### src/rtl/npu_host_pkg.sv
// Shared types and constants for the npu host sequencer.
// Phase encoding and config-word ordering live here.
package npu_host_pkg;

    typedef enum logic [2:0] {
        S_IDLE,
        S_LEAD,
        S_CFG,
        S_WGT,
        S_INP,
        S_WAIT,
        S_OUT
    } state_e;

    localparam int NUM_CFG_WORDS = 6;

    localparam logic [2:0] CFG_LAYERS = 3'd0;
    localparam logic [2:0] CFG_IN     = 3'd1;
    localparam logic [2:0] CFG_H1     = 3'd2;
    localparam logic [2:0] CFG_H2     = 3'd3;
    localparam logic [2:0] CFG_OUT    = 3'd4;
    localparam logic [2:0] CFG_ACT    = 3'd5;

endpackage

### src/rtl/npu_host_if.sv
// Job input stream, result output stream and npu bus bundle.
// master is the sequencer side, slave is the host/npu side.
interface npu_host_if #(
    parameter int DATA_W = 32
);
    logic              in_valid;
    logic [DATA_W-1:0] in_data;
    logic              in_ready;
    logic              out_valid;
    logic [DATA_W-1:0] out_data;
    logic              out_ready;
    logic              npu_we;
    logic              npu_oe;
    logic [DATA_W-1:0] npu_data_o;
    logic              npu_data_drive;
    logic [DATA_W-1:0] npu_data_i;

    modport master (
        input  in_valid, in_data, out_ready, npu_data_i,
        output in_ready, out_valid, out_data,
        output npu_we, npu_oe, npu_data_o, npu_data_drive
    );

    modport slave (
        output in_valid, in_data, out_ready, npu_data_i,
        input  in_ready, out_valid, out_data,
        input  npu_we, npu_oe, npu_data_o, npu_data_drive
    );
endinterface

### src/rtl/npu_host_out_reg.sv
// One-entry result holding register with valid/ready.
// can_read is high only when the slot is guaranteed empty next cycle.
module npu_host_out_reg #(
    parameter int DATA_W = 32
) (
    input  logic              clk,
    input  logic              rst,
    input  logic              load,
    input  logic [DATA_W-1:0] load_data,
    input  logic              out_ready,
    output logic              out_valid,
    output logic [DATA_W-1:0] out_data,
    output logic              can_read
);
    logic              valid_q, valid_d;
    logic [DATA_W-1:0] data_q, data_d;

    always_comb begin
        valid_d = valid_q & ~out_ready;
        data_d  = data_q;
        if (load) begin
            valid_d = 1'b1;
            data_d  = load_data;
        end
    end

    always_ff @(posedge clk) begin
        if (rst) begin
            valid_q <= 1'b0;
            data_q  <= '0;
        end else begin
            valid_q <= valid_d;
            data_q  <= data_d;
        end
    end

    assign out_valid = valid_q;
    assign out_data  = data_q;
    assign can_read  = ~valid_d;
endmodule

### src/rtl/npu_host_sequencer.sv
// Host-side job sequencer: lead, config, weights, inputs,
// calc wait, then result readout over the shared npu bus.
module npu_host_sequencer
    import npu_host_pkg::*;
#(
    parameter int DATA_W  = 32,
    parameter int W_CNT_W = 12,
    parameter int N_CNT_W = 5,
    parameter int WAIT_W  = 8
) (
    input  logic               clk,
    input  logic               rst,
    input  logic               start,
    input  logic [1:0]         cfg_num_layers,
    input  logic [N_CNT_W-1:0] cfg_num_in,
    input  logic [N_CNT_W-1:0] cfg_num_h1,
    input  logic [N_CNT_W-1:0] cfg_num_h2,
    input  logic [N_CNT_W-1:0] cfg_num_out,
    input  logic [1:0]         cfg_act,
    input  logic [W_CNT_W-1:0] cfg_num_w,
    input  logic [WAIT_W-1:0]  cfg_calc_wait,
    output logic               busy,
    output logic               done,
    npu_host_if.master         bus
);
    state_e state_q, state_d;
    logic [W_CNT_W-1:0] cnt_q, cnt_d;
    logic [1:0]         layers_q, layers_d, act_q, act_d;
    logic [N_CNT_W-1:0] num_in_q, num_in_d, num_h1_q, num_h1_d;
    logic [N_CNT_W-1:0] num_h2_q, num_h2_d, num_out_q, num_out_d;
    logic [W_CNT_W-1:0] num_w_q, num_w_d;
    logic [WAIT_W-1:0]  wait_q, wait_d;
    logic               we_q, we_d, oe_q, oe_d, drive_q, drive_d;
    logic               rdy_q, rdy_d, busy_q, busy_d, done_q, done_d;
    logic [DATA_W-1:0]  dat_q, dat_d;
    logic [2:0]         cfg_idx;
    logic [DATA_W-1:0]  cfg_word;
    logic               xfer, can_read, ov;
    logic [DATA_W-1:0]  od;

    npu_host_out_reg #(.DATA_W(DATA_W)) u_out (
        .clk       (clk),
        .rst       (rst),
        .load      (oe_q),
        .load_data (bus.npu_data_i),
        .out_ready (bus.out_ready),
        .out_valid (ov),
        .out_data  (od),
        .can_read  (can_read)
    );

    assign xfer    = bus.in_valid & rdy_q;
    assign cfg_idx = (state_q == S_CFG) ? cnt_q[2:0] : CFG_LAYERS;

    always_comb begin
        cfg_word = '0;
        unique case (cfg_idx)
            CFG_LAYERS: cfg_word = DATA_W'(layers_q);
            CFG_IN:     cfg_word = DATA_W'(num_in_q);
            CFG_H1:     cfg_word = DATA_W'(num_h1_q);
            CFG_H2:     cfg_word = DATA_W'(num_h2_q);
            CFG_OUT:    cfg_word = DATA_W'(num_out_q);
            CFG_ACT:    cfg_word = DATA_W'(act_q);
            default:    cfg_word = '0;
        endcase
    end

    always_comb begin
        state_d   = state_q;
        cnt_d     = cnt_q;
        layers_d  = layers_q;
        num_in_d  = num_in_q;
        num_h1_d  = num_h1_q;
        num_h2_d  = num_h2_q;
        num_out_d = num_out_q;
        act_d     = act_q;
        num_w_d   = num_w_q;
        wait_d    = wait_q;
        we_d      = 1'b0;
        oe_d      = 1'b0;
        drive_d   = drive_q;
        rdy_d     = rdy_q;
        busy_d    = busy_q;
        done_d    = 1'b0;
        dat_d     = dat_q;
        unique case (state_q)
            S_IDLE: begin
                if (start) begin
                    state_d   = S_LEAD;
                    busy_d    = 1'b1;
                    we_d      = 1'b1;
                    drive_d   = 1'b1;
                    dat_d     = '0;
                    layers_d  = cfg_num_layers;
                    num_in_d  = cfg_num_in;
                    num_h1_d  = cfg_num_h1;
                    num_h2_d  = cfg_num_h2;
                    num_out_d = cfg_num_out;
                    act_d     = cfg_act;
                    num_w_d   = cfg_num_w;
                    wait_d    = cfg_calc_wait;
                end
            end
            S_LEAD: begin
                state_d = S_CFG;
                we_d    = 1'b1;
                dat_d   = cfg_word;
                cnt_d   = W_CNT_W'(1);
            end
            // ready rises with the last config word so weights follow unbroken
            S_CFG: begin
                we_d  = 1'b1;
                dat_d = cfg_word;
                cnt_d = cnt_q + 1'b1;
                if (cnt_q == W_CNT_W'(NUM_CFG_WORDS - 1)) begin
                    rdy_d   = 1'b1;
                    cnt_d   = '0;
                    state_d = (num_w_q == '0) ? S_INP : S_WGT;
                end
            end
            S_WGT: begin
                we_d = xfer;
                if (xfer) begin
                    dat_d = bus.in_data;
                    cnt_d = cnt_q + 1'b1;
                    if (cnt_q == num_w_q - W_CNT_W'(1)) begin
                        cnt_d   = '0;
                        state_d = S_INP;
                    end
                end
            end
            S_INP: begin
                we_d = xfer;
                if (xfer) begin
                    dat_d = bus.in_data;
                    cnt_d = cnt_q + 1'b1;
                    if (cnt_q == W_CNT_W'(num_in_q)) begin
                        cnt_d   = '0;
                        rdy_d   = 1'b0;
                        state_d = S_WAIT;
                    end
                end
            end
            S_WAIT: begin
                drive_d = 1'b0;
                cnt_d   = cnt_q + 1'b1;
                if (cnt_q == W_CNT_W'(wait_q)) begin
                    state_d = S_OUT;
                    oe_d    = can_read;
                    cnt_d   = W_CNT_W'(can_read);
                end
            end
            // cnt counts reads issued; finish once the last one drains
            S_OUT: begin
                if (cnt_q <= W_CNT_W'(num_out_q) && can_read) begin
                    oe_d  = 1'b1;
                    cnt_d = cnt_q + 1'b1;
                end else if (cnt_q > W_CNT_W'(num_out_q) && !oe_q
                             && ov && bus.out_ready) begin
                    done_d  = 1'b1;
                    busy_d  = 1'b0;
                    cnt_d   = '0;
                    state_d = S_IDLE;
                end
            end
            default: state_d = S_IDLE;
        endcase
    end

    always_ff @(posedge clk) begin
        if (rst) begin
            state_q   <= S_IDLE;
            cnt_q     <= '0;
            layers_q  <= '0;
            num_in_q  <= '0;
            num_h1_q  <= '0;
            num_h2_q  <= '0;
            num_out_q <= '0;
            act_q     <= '0;
            num_w_q   <= '0;
            wait_q    <= '0;
            we_q      <= 1'b0;
            oe_q      <= 1'b0;
            drive_q   <= 1'b0;
            rdy_q     <= 1'b0;
            busy_q    <= 1'b0;
            done_q    <= 1'b0;
            dat_q     <= '0;
        end else begin
            state_q   <= state_d;
            cnt_q     <= cnt_d;
            layers_q  <= layers_d;
            num_in_q  <= num_in_d;
            num_h1_q  <= num_h1_d;
            num_h2_q  <= num_h2_d;
            num_out_q <= num_out_d;
            act_q     <= act_d;
            num_w_q   <= num_w_d;
            wait_q    <= wait_d;
            we_q      <= we_d;
            oe_q      <= oe_d;
            drive_q   <= drive_d;
            rdy_q     <= rdy_d;
            busy_q    <= busy_d;
            done_q    <= done_d;
            dat_q     <= dat_d;
        end
    end

    assign bus.in_ready       = rdy_q;
    assign bus.out_valid      = ov;
    assign bus.out_data       = od;
    assign bus.npu_we         = we_q;
    assign bus.npu_oe         = oe_q;
    assign bus.npu_data_o     = dat_q;
    assign bus.npu_data_drive = drive_q;
    assign busy               = busy_q;
    assign done               = done_q;
endmodule

### src/flat_wrapper.sv
// flat-port wrapper written by rule: the top's interface ports become plain ports
module npu_host_sequencer_flat import npu_host_pkg::*;
#(
    parameter int DATA_W  = 32,
    parameter int W_CNT_W = 12,
    parameter int N_CNT_W = 5,
    parameter int WAIT_W  = 8
)
  (clk, rst, start, cfg_num_layers, cfg_num_in, cfg_num_h1, cfg_num_h2, cfg_num_out, cfg_act, cfg_num_w, cfg_calc_wait, busy, done, bus_in_valid, bus_in_data, bus_out_ready, bus_npu_data_i, bus_in_ready, bus_out_valid, bus_out_data, bus_npu_we, bus_npu_oe, bus_npu_data_o, bus_npu_data_drive);
  npu_host_if #(.DATA_W(DATA_W)) bus_i ();
  input  logic clk;
  input  logic rst;
  input  logic start;
  input  logic [1:0] cfg_num_layers;
  input  logic [N_CNT_W-1:0] cfg_num_in;
  input  logic [N_CNT_W-1:0] cfg_num_h1;
  input  logic [N_CNT_W-1:0] cfg_num_h2;
  input  logic [N_CNT_W-1:0] cfg_num_out;
  input  logic [1:0] cfg_act;
  input  logic [W_CNT_W-1:0] cfg_num_w;
  input  logic [WAIT_W-1:0] cfg_calc_wait;
  output logic busy;
  output logic done;
  input wire logic [$bits(bus_i.in_valid)-1:0] bus_in_valid;
  input wire logic [$bits(bus_i.in_data)-1:0] bus_in_data;
  input wire logic [$bits(bus_i.out_ready)-1:0] bus_out_ready;
  input wire logic [$bits(bus_i.npu_data_i)-1:0] bus_npu_data_i;
  output wire logic [$bits(bus_i.in_ready)-1:0] bus_in_ready;
  output wire logic [$bits(bus_i.out_valid)-1:0] bus_out_valid;
  output wire logic [$bits(bus_i.out_data)-1:0] bus_out_data;
  output wire logic [$bits(bus_i.npu_we)-1:0] bus_npu_we;
  output wire logic [$bits(bus_i.npu_oe)-1:0] bus_npu_oe;
  output wire logic [$bits(bus_i.npu_data_o)-1:0] bus_npu_data_o;
  output wire logic [$bits(bus_i.npu_data_drive)-1:0] bus_npu_data_drive;
  assign bus_i.in_valid = bus_in_valid;
  assign bus_i.in_data = bus_in_data;
  assign bus_i.out_ready = bus_out_ready;
  assign bus_i.npu_data_i = bus_npu_data_i;
  assign bus_in_ready = bus_i.in_ready;
  assign bus_out_valid = bus_i.out_valid;
  assign bus_out_data = bus_i.out_data;
  assign bus_npu_we = bus_i.npu_we;
  assign bus_npu_oe = bus_i.npu_oe;
  assign bus_npu_data_o = bus_i.npu_data_o;
  assign bus_npu_data_drive = bus_i.npu_data_drive;
  npu_host_sequencer #(.DATA_W(DATA_W), .W_CNT_W(W_CNT_W), .N_CNT_W(N_CNT_W), .WAIT_W(WAIT_W)) u_core (.clk(clk), .rst(rst), .start(start), .cfg_num_layers(cfg_num_layers), .cfg_num_in(cfg_num_in), .cfg_num_h1(cfg_num_h1), .cfg_num_h2(cfg_num_h2), .cfg_num_out(cfg_num_out), .cfg_act(cfg_act), .cfg_num_w(cfg_num_w), .cfg_calc_wait(cfg_calc_wait), .busy(busy), .done(done), .bus(bus_i));
endmodule
### config.mk
export PLATFORM = sky130hd
export DESIGN_NAME = npu_host_sequencer_flat
export DESIGN_NICKNAME = d
export VERILOG_FILES = /design/src/rtl/npu_host_pkg.sv /design/src/rtl/npu_host_if.sv /design/src/rtl/npu_host_out_reg.sv /design/src/rtl/npu_host_sequencer.sv /design/src/flat_wrapper.sv
export SDC_FILE = /design/constraint.sdc
export NUM_CORES = 1
export LEC_CHECK = 0
export BUFFER_PORTS_ARGS = -buffer_cell sky130_fd_sc_hd__buf_2
export CORE_MARGIN = 2
export CORE_UTILIZATION = 50
export DETAILED_ROUTE_END_ITERATION = 10
export GPL_ROUTABILITY_DRIVEN = 0
export PLACE_DENSITY = 0.78
export SLEW_MARGIN = 10
export SYNTH_ARGS = -nofsm -noshare
export SYNTH_HDL_FRONTEND = slang
export SYNTH_SLANG_ARGS = --single-unit
### constraint.sdc
create_clock -name clk -period 4.45 [get_ports clk]
set_input_delay 0.6675 -clock clk [delete_from_list [all_inputs] [get_ports clk]]
set_output_delay 0.6675 -clock clk [all_outputs]
set_load 0.01 [all_outputs]
==> results of run 1 <==
[cells in the final DEF (no fill, tap or decap), drive strengths merged, types with 2 or more instances in the layout]
cell / n
nor2: 65
clkinv: 7
buf: 186
and2: 3
o21a: 2
or3b: 2
a221oi: 3
or3: 3
nor3: 23
o21ai: 10
a21oi: 92
a31oi: 3
a32o: 2
nor4: 4
a211oi: 9
xor2: 17
and3: 6
inv: 13
o211ai: 4
clkinvlp: 4
nand4: 10
nor4b: 3
nor2b: 5
nand2b: 3
or2: 3
o41ai: 2
a32oi: 3
clkbuf: 20
nand3: 39
ha: 8
a21o: 2
nand2: 129
dfxtp: 130
nor3b: 3
or4: 5
mux2i: 42
nand3b: 4
xnor2: 17
[routing by layer]
metal	wire length, um	part of all wire [%]	up-vias	GRT usage [%]
met2	7740	49	184	39.6
li1	-	-	2851	-
met3	973	6.2	34	6.59
met5	0	0	-	0
met4	373	2.4	0	10.2
met1	6710	42	2693	29.9
[power breakdown]
| part | leakage, nW | internal [W] | switching, W |
|---|---|---|---|
| clock network | 0.253 | 0.000727 | 0.000501 |
| registers | 1.06 | 0.00130 | 0.000158 |
| logic | 1.76 | 0.000427 | 0.000711 |
[cell usage after synthesis (4+ instances only)]
cell type  instances  area [um^2]
or4_1              4         30.0
o21ai_0            9         45.0
nand2_1          128          480
nand3_1           39          195
nand3b_1           4         30.0
dfxtp_1          130         2600
buf_1              4         15.0
and3_1             6         37.5
inv_1             13         48.8
xnor2_1           17          149
ha_1               8          100
mux2i_1           42          420
xor2_1            17          149
nor3_1            23          115
nand4_1           10         62.6
nor2b_1            5         31.3
nor2_1            65          244
a211oi_1           8         60.1
o211ai_1           4         30.0
a21oi_1           92          460
clkbuf_1          52          195
[final cells by class]
class	instances	area [um^2]
flip-flops and latches	130	2600
clock inverters	11	65.1
well taps	147	184
clock buffers	20	457
inverters	13	48.8
multi-input cells	539	3160
fillers	1051	4400
repair buffers	186	941
[worst paths after layout]
check	to	slack (ps)	cells past startpoint
worst max register to register	u_core.cnt_q[4]	1290	9
worst max-delay path	u_core.cnt_q[4]	1290	9
worst min register to register	u_core.bus.npu_data_o[27]	440	2
worst min-delay path	u_core.bus.npu_data_o[27]	440	2
[per-stage QoR]
step / instance area [um^2] / util [%]
2_1_floorplan: 6010 / -
3_3_place_gp: 6940 / 58.5
3_5_place_dp: 6940 / 58.5
4_1_cts: 7460 / 62.9
5_1_grt: 7460 / 62.9
6_report: 7460 / 62.9
[registers in the layout, indices dropped and copies added, names as in the netlist]
register and flops:
u_core.bus.npu_data_o 32, u_core.u_out.out_data 32, u_core.cnt_q 12, u_core.num_w_q 12, u_core.wait_q 8, u_core.num_h1_q 5, u_core.num_h2_q 5, u_core.num_in_q 5
u_core.num_out_q 5, u_core.state_q 3, u_core.act_q 2, u_core.layers_q 2, u_core.bus.in_ready 1, u_core.bus.npu_data_drive 1, u_core.bus.npu_oe 1, u_core.bus.npu_we 1
u_core.busy 1, u_core.done 1, u_core.u_out.out_valid 1
[cells by family (layout without fill, tap and decap cells)]
group / after synthesis / after routing / synth area share [%]
AOI/OAI and AO/OA: 142 / 142 / 14.5
xor gates and xnor gates: 34 / 34 / 4.96
adders and majority gates: 8 / 8 / 1.67
buffers and inverters: 69 / 230 / 4.31
DFF: 130 / 130 / 43.3
muxes: 42 / 42 / 7.00
and+or+nand+nor: 313 / 313 / 24.2
[critical path, cell delays in order, from the launching register on]
cell and delay (ps):
dfxtp_1 350, inv_1 70, ha_1 270, or3b_2 540, or4_1 440, a211oi_1 260, a311o_1 160, o2111ai_2 270
a211oi_4 540, nor4_1 100
==> impl.org, run 1 <==
** Routing
- Dividing the detail-routed wire length by the instance count gives 15.1 um.
- After detailed routing, the number of remaining DRC violations is 0.
- First-pass detailed-route iteration total :: 4
- Overall via count from detail_route :: a little under 6,000
- Starting DRC count in detailed routing :: 282
- After detailed routing, the number of vias per cell comes to approximately 5.5.
- Wire length reported by the detailed router :: 15,800 um
- Remaining number of nets flagged by the antenna check after routing :: 0

** Clock network
- The tree built by TritonCTS fans out to between 100 and 150 sinks.
- The longest clock path from root to sink contains 2 buffers.
- TritonCTS clock tree :: built
- Hold_buf cts :: 0
- The number of clock buffers added by TritonCTS is 17.
- Cell at the root of the clock tree :: clkbuf_16
- The later pin in the worst-skew pair is clocked with a latency of 420 ps.
- In this run the number of H-tree levels came out at 4.
- Post-CTS setup repair buffer count :: 0
- Clock Pin Slew Worst Setup and Hold Paths :: 50 ps
- Number of gates given a new drive strength after cts :: 0

** Synth
- The synthesized design contains 0 enable-type register cells.
- Sequential cells were found to cover 43.3% of the synthesized design area.
- The number of nets in the synthesized netlist is 859.
- After synthesis the cells add up to about 6000 um^2.
- The average instance in the mapped netlist occupies 8.14 um^2.
- After synthesis, the netlist uses 55 different library cells.
- Synthesis inferred 130 register bits.
- Synthesis produced 738 cells.
- The most used flip-flop cell after synthesis is dfxtp_1.
- FFs w/ async S/R, synth :: 0%
- Total of warnings raised by yosys :: 0

** Power
- IR analysis of the VDD net gives a maximum drop of around 0.37 mV.
- The design draws 0.00383 W.
- Total power density per cell area :: 513 nW/um^2
- Static leakage :: slightly above 3 nW

** STA
- At the pin with the least slew margin, the transition time is 1060 ps.
- Pins over their slew limit :: 0
- After layout, the worst setup slack is 1290 ps.
- Summed over all failing endpoints, the final setup total negative slack is 0 ps.
- Final setup violating endpoints :: 0
- Maximum frequency from static timing analysis :: 316 MHz
- The number of hold violations in the final report was 0.
- Final hold analysis gives a worst-case slack of 444 ps.
- Setup repair after global routing missed its margin :: no
- Of the available clock period, the critical path in the final layout requires a little over 70%.
- Post-route clock skew :: 8.03 ps
- For the finished layout, the period the worst path requires is 3160 ps.
- Headroom to the max-slew limit came out at 29.5%.

** Critical path
- The critical path in this run is classified as reg -> reg.
- STA puts the critical path data required time at 4710 ps.
- Type of destination of the critical path :: flip-flop
- Along the worst path, the maximum fanout reaches 10.
- The worst setup path is launched from a flip-flop.
- Worst setup path startpoint :: u_core.num_w_q[0]
- The startpoint identified for the worst register-to-register timing path is u_core.num_w_q[0].
- Worst path arrival time :: 3420 ps

** Global route
- The number of antenna violations at the first check in global routing was 0.
- Via count of the first global-routing pass :: roughly 5,300
- The first global-routing pass estimated 25,000 um of wire.
- Largest net degree at the start of global routing :: 95
- Summed over all layers, the global routing overflow is 0.
- Global routing consumed, over all layers together, 24.1% of the routing resources.

** Finish
- Excluding fillers, the count of instances in the completed layout stands at 1,046.
- The repair_antennas step left the layout with diodes totalling 0.
- Cells with a size suffix above 1 make up 26.0% of the layout.
- Layout-stage area growth over the synthesis result :: 24.2%
- For this run, the post-layout net count is 1,008.

** Floorplan
- The die covers around 13,000 um^2.
- Pin placement for this block handled 184 I/O pins.
- The initial utilization of the core area, before any placement, comes to 50.6%.
- Core area :: 11,900 um^2
- From bottom edge to top edge, the die measures around 110 um.
- Measured along the x axis, the die boundary spans 114 um.
- # rows :: 40

** Job
- Max-cap violations in this run came to 0.

** Outcome
- The run finished with clean final reports.

** Placement
- Worst Setup Slack post-DPL :: 1350 ps
- Detail Placement HPWL :: 10,800 um
- Count of input and output buffers :: 183
- Including well taps, the total number of placed cells is 1,015.

** Min path
- Startpoint of the worst hold path :: u_core.bus.npu_data_o[27]
- The worst hold path belongs to the class reg -> reg.
Note: power is estimated with default switching activity, not from simulation.
==> inputs of run 2 (changes only) <==
--- a/config.mk
+++ b/config.mk
@@ -5,6 +5,7 @@
 export SDC_FILE = /design/constraint.sdc
 export NUM_CORES = 1
 export LEC_CHECK = 0
+export ABC_AREA = 1
 export BUFFER_PORTS_ARGS = -buffer_cell sky130_fd_sc_hd__buf_2
 export CORE_MARGIN = 2
 export CORE_UTILIZATION = 50
==> constraint.sdc (replaced) <==
create_clock -name clk -period 3.06 [get_ports clk]
set_input_delay 0.459 -clock clk [delete_from_list [all_inputs] [get_ports clk]]
set_output_delay 0.459 -clock clk [all_outputs]
set_load 0.01 [all_outputs]
==> impl.org, run 2 <==
** Clock network
- The buffer levels on the longest clock path was 2 (unchanged).
- The TritonCTS buffer count is 17 (unchanged).
- The count of buffers added by post-CTS timing repair for setup is 0 (unchanged).
- The total of cells resized after clock tree synthesis came to 0 (unchanged).
- H-tree depth reported by CTS :: 4 (unchanged)
- The clock insertion delay at the later pin of the skew report was 420 ps (about the same).
- Clock sink total :: 130 (unchanged)
- Clock Pin Slew Worst Setup and Hold Paths :: 50 ps (about the same)
- TritonCTS clock tree :: built (unchanged)
- The buffer type at the clock tree root is clkbuf_16 (unchanged).
- Hold_buf cts :: 0 (unchanged)

** Synth
- Cells after Synth :: 859 (was 738)
- The leading cell type by number of instances after synthesis is nand2_1 (was dfxtp_1).
- The post-synth design cell area came to 5950 um^2 (was 6010 um^2).
- The number of distinct library cell variants in the gate-level netlist after synthesis was 38 (was 55).
- The synthesized area per cell is 6.93 um^2 (was 8.14 um^2).
- The count of flip-flops with a built-in enable after synthesis is 0 (unchanged).
- Portion of synthesized cell area occupied by the leading cell type :: 43.7% (was 43.3%)
- The commonest register cell after synthesis was dfxtp_1 (unchanged).
- Sequential-to-total area share from yosys stat :: 43.7% (was 43.3%)
- The synthesis warning total is 0 (unchanged).
- The async set or reset register ratio after synthesis is 0% (unchanged).
- Top post-synthesis cells by area: dfxtp_1 (44%), nand2_1 (10%), nor2_1 (8.5%), a21oi_1 (7.4%), o21ai_0 (6.9%) (was dfxtp_1 (43%), nand2_1 (8.0%), a21oi_1 (7.7%), mux2i_1 (7.0%), nor2_1 (4.1%)).
- The number of storage elements in the synthesis netlist was 130 (unchanged).
- The leading area contributor after synthesis is dfxtp_1 (unchanged).
- Top cells by count, synth: nand2_1 (162), nor2_1 (135), dfxtp_1 (130) (was dfxtp_1 (130), nand2_1 (128), a21oi_1 (92)).
- Syn Nets :: 980 (was 859)

** Critical path
- The category of the worst setup path launch point was a flip-flop (unchanged).
- Type of the worst setup path :: reg -> reg (unchanged)
- The signal arrival time at the worst endpoint came to 2830 ps (was 3420 ps).
- Path depth of the worst reg2reg path :: 13 (was 9)
- The endpoint required time on the critical path is 3360 ps (was 4710 ps).
- Destination of the worst register-to-register timing path :: u_core.cnt_q[1] (was u_core.cnt_q[4])
- Register-to-register setup slack :: 530 ps (was 1290 ps)
- Reg2Reg Launch Point :: u_core.cnt_q[1] (was u_core.num_w_q[0])
- The kind of capture point of the worst setup path is a flip-flop (unchanged).
- The maximum fanout count along the critical path was 11 (was 10).

** Routing
- The via count is 6,106 (was 5,762).
- The routed via count divided by cell count was 5.15 (was 5.51).
- The routed wire length per instance was 13.7 um (was 15.1 um).
- The total routed wirelength came to 16,200 um (was 15,800 um).
- First-pass detailed-route iteration total :: 8 (was 4)
- Remaining number of nets flagged by the antenna check after routing :: 0 (unchanged)
- Number of remaining DRC errors :: 7 (was 0)
- The number of DRC violations after detailed-routing iteration 0 was 453 (was 282).

** Floorplan
- The starting utilization of the core area is 51.7% (was 50.6%).
- The cell row count is 39 (was 40).
- The die outline area is 12,800 um^2 (was 12,900 um^2).
- Die span in x :: 113 um (was 114 um)
- The placeable core area came to 11,500 um^2 (was 11,900 um^2).
- The I/O pin total is 184 (unchanged).
- The floorplan die height is 113 um (was 114 um).

** STA
- The part of the cycle the worst path needs is 82.7% (was 71.1%).
- The number of hold violations in the final report was 0 (unchanged).
- The final hold slack was 261 ps (was 444 ps).
- Pins over their slew limit :: 0 (unchanged)
- Post-route clock skew :: 5.20 ps (was 8.03 ps)
- Minimum clock period after layout :: 2530 ps (was 3160 ps)
- Final setup violating endpoints :: 0 (unchanged)
- The fmax came to 395 MHz (was 316 MHz).
- Measured slew at the worst slew-check pin :: 685 ps (was 1060 ps)
- Setup repair after global routing missed its margin :: no (unchanged)
- Relative slew slack :: 54.3% (was 29.5%)
- The final-layout setup total negative slack was 0 ps (unchanged).

** Global route
- The total routing usage reported by global routing is 26.2% (was 24.1%).
- Wire length of the first global-routing pass :: 27,200 um (was 25,000 um)
- The maximum number of pins on one net before global-route repair was 82 (was 95).
- The via count of the first global-routing pass came to 5,839 (was 5,285).
- GR Overflow Total :: 0 (unchanged)
- Initial antenna violation count :: 0 (unchanged)

** Power
- Total power density per cell area :: 845 nW/um^2 (was 513 nW/um^2)
- The cell leakage power is 3.54 nW (was 3.07 nW).
- Peak supply drop :: 0.485 mV (was 0.370 mV)

** Min path
- Hold Path Class :: in -> reg (was reg -> reg)
- Cell count of the worst hold path :: 3 (was 2)
- Terminating pin of the worst hold path :: u_core.u_out.out_data[28] (was u_core.bus.npu_data_o[27])
- Startpoint of the worst hold path :: bus_npu_data_i[28] (was u_core.bus.npu_data_o[27])

** Placement
- Detail Placement HPWL :: 11,600 um (was 10,800 um)
- Count of input and output buffers :: 183 (unchanged)
- The placed instance area was 6960 um^2 (was 6940 um^2).
- The number of placed instances with taps included was 1,154 (was 1,015).

** Outcome
- Violated checks :: DRC
- Status: complete, but fails checks (was completed).

** Finish
- Layout-stage area growth over the synthesis result :: 26.8% (was 24.2%)
- The antenna cell count is 0 (unchanged).
- The design area is 7550 um^2 (was 7460 um^2).
- The most common cell after layout, fill and taps aside was buf_2 (unchanged).
- Number of inserted filler cells in the final layout :: 1,057 (was 1,051)
- Share of layout cells above drive strength 1 :: 23.8% (was 26.0%)
- The post-layout instance count excluding filler cells was 1,186 (was 1,046).
- Total Nets Final :: 1,151 (was 1,008)
- Most frequent cells in the layout :: buf_2 (183), nand2_1 (162), nor2_1 (135) (was buf_2 (182), dfxtp_1 (129), nand2_1 (128))

** Job
- The max-cap check violation count is 0 (unchanged).
[run 2: changes by cell type after synthesis, sizes merged, moves of 13 or more]
cell	delta
o21ai	+75
nor2	+78
nor3	-18
inv	+67
clkbuf	-23
xnor2	-13
mux2i	-42
nand2	+36
nand3	+25
[run 2: worst max-delay path by stage]
| stage | startpoint | endpoint | slack (ps) | depth (start not counted) |
|---|---|---|---|---|
| floorplan | u_core.cnt_q[0] | u_core.cnt_q[10] | 1130 | 14 |
| global placement | u_core.cnt_q[1] | u_core.cnt_q[10] | 700 | 15 |
| detailed placement | u_core.cnt_q[1] | u_core.cnt_q[0] | 600 | 13 |
| CTS | u_core.cnt_q[1] | u_core.cnt_q[1] | 580 | 13 |
| global route | u_core.cnt_q[0] | u_core.cnt_q[1] | 200 | 12 |
| finish | u_core.cnt_q[1] | u_core.cnt_q[1] | 530 | 13 |
[run 2: metrics by stage]
| stage | utilization [%] | total power, W | worst slack (ps) |
|---|---|---|---|
| after floorplan | - | 0.00381 | 1130 |
| after global placement | 60.4 | 0.00434 | 699 |
| after CTS | 65.6 | 0.00640 | 579 |
| after global routing | 65.6 | 0.00685 | 204 |
| final | 65.6 | 0.00638 | 531 |
| after detailed placement | 60.4 | 0.00438 | 602 |
[run 2: critical path, cell delays in order, from the launching register on]
cell	delay (ps)
dfxtp_1	570
ha_1	330
inv_1	60
o21bai_1	60
nand2_1	60
nand3b_1	80
nand2_1	100
nand2_1	60
nand2_1	120
nand3_1	130
nand2_1	360
inv_1	230
o21ai_0	190
nor2_1	60
[run 2: where the power goes]
part	leakage [nW]	internal (W)	total, W	switching [W]
clock network	0.297	0.00128	0.00201	0.000729
logic	2.18	0.000720	0.00217	0.00145
registers	1.06	0.00200	0.00220	0.000206
total	3.54	0.00400	0.00638	0.00239
[run 2: routing by layer]
layer | track usage [%] | share of wire [%] | vias to the layer above
li1 | - | - | 3137
met1 | 32.7 | 44 | 2736
met2 | 42.1 | 47 | 201
met3 | 8.14 | 6.7 | 32
met4 | 10.8 | 2.8 | 0
met5 | 0 | 0 | -
[run 2: logic make-up after synthesis]
family,share of synthesized area (%)
adders and majority gates,1.68
buffers and inverters,8.01
and+or+nand+nor,28.3
DFF,43.7
AOI/OAI and AO/OA,16.6
xor gates and xnor gates,1.77
[run 2: final cells by class]
class,instances,area (um^2),share of cell area (%)
tap,143,179,2.37
clock buffer,23,488,6.46
clock inverter,9,103,1.36
sequential,130,2600,34.5
multi-input combinational,607,2880,38.1
timing repair buffer,192,996,13.2
inverter,82,308,4.08
==> inputs of run 3 (changes only) <==
--- a/config.mk
+++ b/config.mk
@@ -5,13 +5,13 @@
 export SDC_FILE = /design/constraint.sdc
 export NUM_CORES = 1
 export LEC_CHECK = 0
-export ABC_AREA = 1
+export ABC_AREA = 0
 export BUFFER_PORTS_ARGS = -buffer_cell sky130_fd_sc_hd__buf_2
 export CORE_MARGIN = 2
-export CORE_UTILIZATION = 50
+export CORE_UTILIZATION = 47
 export DETAILED_ROUTE_END_ITERATION = 10
 export GPL_ROUTABILITY_DRIVEN = 0
-export PLACE_DENSITY = 0.78
+export PLACE_DENSITY = 0.77
 export SLEW_MARGIN = 10
 export SYNTH_ARGS = -nofsm -noshare
 export SYNTH_HDL_FRONTEND = slang
==> constraint.sdc (replaced) <==
create_clock -name clk -period 2.2 [get_ports clk]
set_input_delay 0.33 -clock clk [delete_from_list [all_inputs] [get_ports clk]]
set_output_delay 0.33 -clock clk [all_outputs]
set_load 0.01 [all_outputs]
==> impl.org, run 3 (synthesized netlist as in run 1, its figures left out) <==
** Outcome
- Status: complete, but fails checks (unchanged).
- Violated checks :: setup timing (was DRC)

** Critical path
- The category of the worst setup path launch point is a flip-flop (unchanged).
- The maximum fanout count along the critical path is 7 (was 11).
- Type of destination of the critical path :: flip-flop (unchanged)
- The type of the worst setup path is reg -> reg (unchanged).
- The endpoint required time on the critical path is 2470 ps (was 3360 ps).
- Worst path arrival time :: 2850 ps (was 2830 ps)

** Floorplan
- Floorplan die height :: 117 um (was 113 um)
- Die span in x :: 117 um (was 113 um)
- The I/O pin total was 184 (unchanged).
- Core area :: 12,600 um^2 (was 11,500 um^2)
- # rows :: 41 (was 39)
- The starting utilization of the core area was 47.8% (was 51.7%).
- Area of the die :: 13,700 um^2 (was 12,800 um^2)

** STA
- Final hold slack :: 141 ps (was 261 ps)
- Count of final hold-check violations :: 0 (unchanged)
- The fmax is 387 MHz (was 395 MHz).
- The final number of setup-violating endpoints is 15 (was 0).
- The part of the cycle the worst path needs is 117% (was 82.7%).
- The final-layout setup total negative slack is -5190 ps (was 0 ps).
- The transition time at the pin with the least slew margin is 687 ps (was 685 ps).
- Setup repair after global routing missed its margin: yes (was no).
- The clock tree skew after final layout came to 9.27 ps (was 5.20 ps).
- The slack of the critical path came to -382 ps (was 531 ps).
- The count of pins over their slew limit was 0 (unchanged).
- Minimum clock period after layout :: 2580 ps (was 2530 ps)
- The worst slew margin relative to its limit came to 54.2% (was 54.3%).

** Global route
- Wire length of the first global-routing pass :: 26,400 um (was 27,200 um)
- Largest net degree at the start of global routing :: 62 (was 82)
- The global route total overflow came to 0 (unchanged).
- All-Layer GR Usage :: 24.6% (was 26.2%)
- Via count of the first global-routing pass :: 5,567 (was 5,839)
- The number of antenna violations at the first check in global routing was 0 (unchanged).

** Clock network
- The clock insertion delay at the later pin of the skew report was 420 ps (about the same).
- The buffer type at the clock tree root is clkbuf_16 (unchanged).
- The number of H-tree branching levels is 4 (unchanged).
- The clock slew at the register clock pins of the worst setup and hold paths was 60 ps (was 50 ps).
- Total CTS buffers :: 17 (unchanged)
- Clock sink total :: 130 (unchanged)
- The TritonCTS clock tree is built (unchanged).
- Hold_buf cts :: 0 (unchanged)
- The buffer levels on the longest clock path was 2 (unchanged).

** Routing
- Remaining number of nets flagged by the antenna check after routing :: 0 (unchanged)
- The total routed wirelength came to 17,100 um (was 16,200 um).
- The routed wire length per instance is 14.9 um (was 13.7 um).
- The number of DRC violations after detailed-routing iteration 0 is 459 (was 453).
- The via count is 6,049 (was 6,106).
- Via-to-Cell Ratio :: 5.26 (was 5.15)
- The detailed-router iteration count before antenna repair came to 5 (was 8).
- Number of remaining DRC errors :: 0 (was 7)

** Finish
- Number of inserted filler cells in the final layout :: 1,080 (was 1,057)
- Layout-stage area growth over the synthesis result :: 37.6% (was 26.8%)
- Most frequent cells in the layout :: buf_2 (182), nand2_1 (128), dfxtp_1 (127) (was buf_2 (183), nand2_1 (162), nor2_1 (135))
- Most common library cell in the layout ignoring fill and taps :: buf_2 (unchanged)
- The fraction of final layout cells sized beyond drive strength 1 is 34.1% (was 23.8%).
- The net count reported at finish came to 1,084 (was 1,151).
- The utilization of the core after routing was 65.7% (was 65.6%).

** Job
- The max-cap check violation count is 0 (unchanged).

** Placement
- The number of I/O port buffers came to 183 (unchanged).
- The HPWL after detailed placement is 12,300 um (was 11,600 um).

** Min path
- Hold Path Class :: in -> reg (unchanged)

** Power
- The maximum vdd ir drop was 0.614 mV (was 0.485 mV).
- The areal power density over the cells is 1040 nW/um^2 (was 845 nW/um^2).
- Static leakage :: 3.50 nW (was 3.54 nW)
-- run 3: cell count changes in the layout (fill, tap and decap cells not counted), sizes merged, moves of 13 or more --
cell,before,now
nor2,143,65
xnor2,4,17
mux2i,0,42
nand3,64,39
nor3,5,23
o21ai,85,10
buf,192,262
nand2,165,129
inv,82,17
-- run 3: critical path, cell delays in order, from the launching register on --
cell	delay (ps)
dfxtp_2	320
or4_4	570
or4_4	430
or3_4	350
o21ai_4	170
buf_6	130
nand2_4	60
a211oi_4	190
buf_6	160
nor3_1	50
-- run 3: area by class of cell --
class                      count  area (um^2)  share of cell area [%]
antenna                        1         2.50                  0.0303
inverter                      13         48.8                   0.591
timing repair buffer         262         1550                    18.7
clock buffer                  18          429                    5.19
clock inverter                14          129                    1.56
multi-input combinational    539         3280                    39.7
tap                          172          215                    2.60
sequential                   130         2610                    31.5
-- run 3: power breakdown --
| group | internal, W | switching (W) |
|---|---|---|
| registers | 0.00264 | 0.000224 |
| logic | 0.00135 | 0.00175 |
| clock network | 0.00156 | 0.00108 |
-- run 3: metal layers --
layer	wire length, um	GRT usage (%)	share of wire, %	vias to the layer above
met5	0	0	0	-
met4	267	8.24	1.6	0
met3	1070	6.85	6.3	29
met2	8670	41.6	51	205
met1	7090	30.3	41	2812
li1	-	-	-	3003
-- run 3: what timing repair did --
action | CTS | global route
setup buffers | 2 | 0
gates resized for setup | 11 | 8
endpoints found under the setup margin | 15 | 23
cloned | 0 | 0
pin swaps | 5 | 3
-- run 3: through the flow --
step	cells	setup slack [ps]	power, W	cell area [um^2]
after floorplan	738	-342	0.00472	6070
after global routing	1148	-446	0.00905	8260
after detailed placement	1114	-344	0.00587	7600
after CTS	1148	-363	0.00856	8220
final	1149	-382	0.00860	8260
after global placement	1114	-286	0.00582	7600
-- run 3: worst paths after layout --
kind                             start                   endpoint  slack, ps  depth (start not counted)
max                    u_core.cnt_q[8]            u_core.cnt_q[5]       -380                          9
min                  bus_npu_data_i[5]   u_core.u_out.out_data[5]        140                          3
max reg2reg            u_core.cnt_q[8]            u_core.cnt_q[5]       -380                          9
min reg2reg  u_core.bus.npu_data_o[14]  u_core.bus.npu_data_o[14]        450                          2
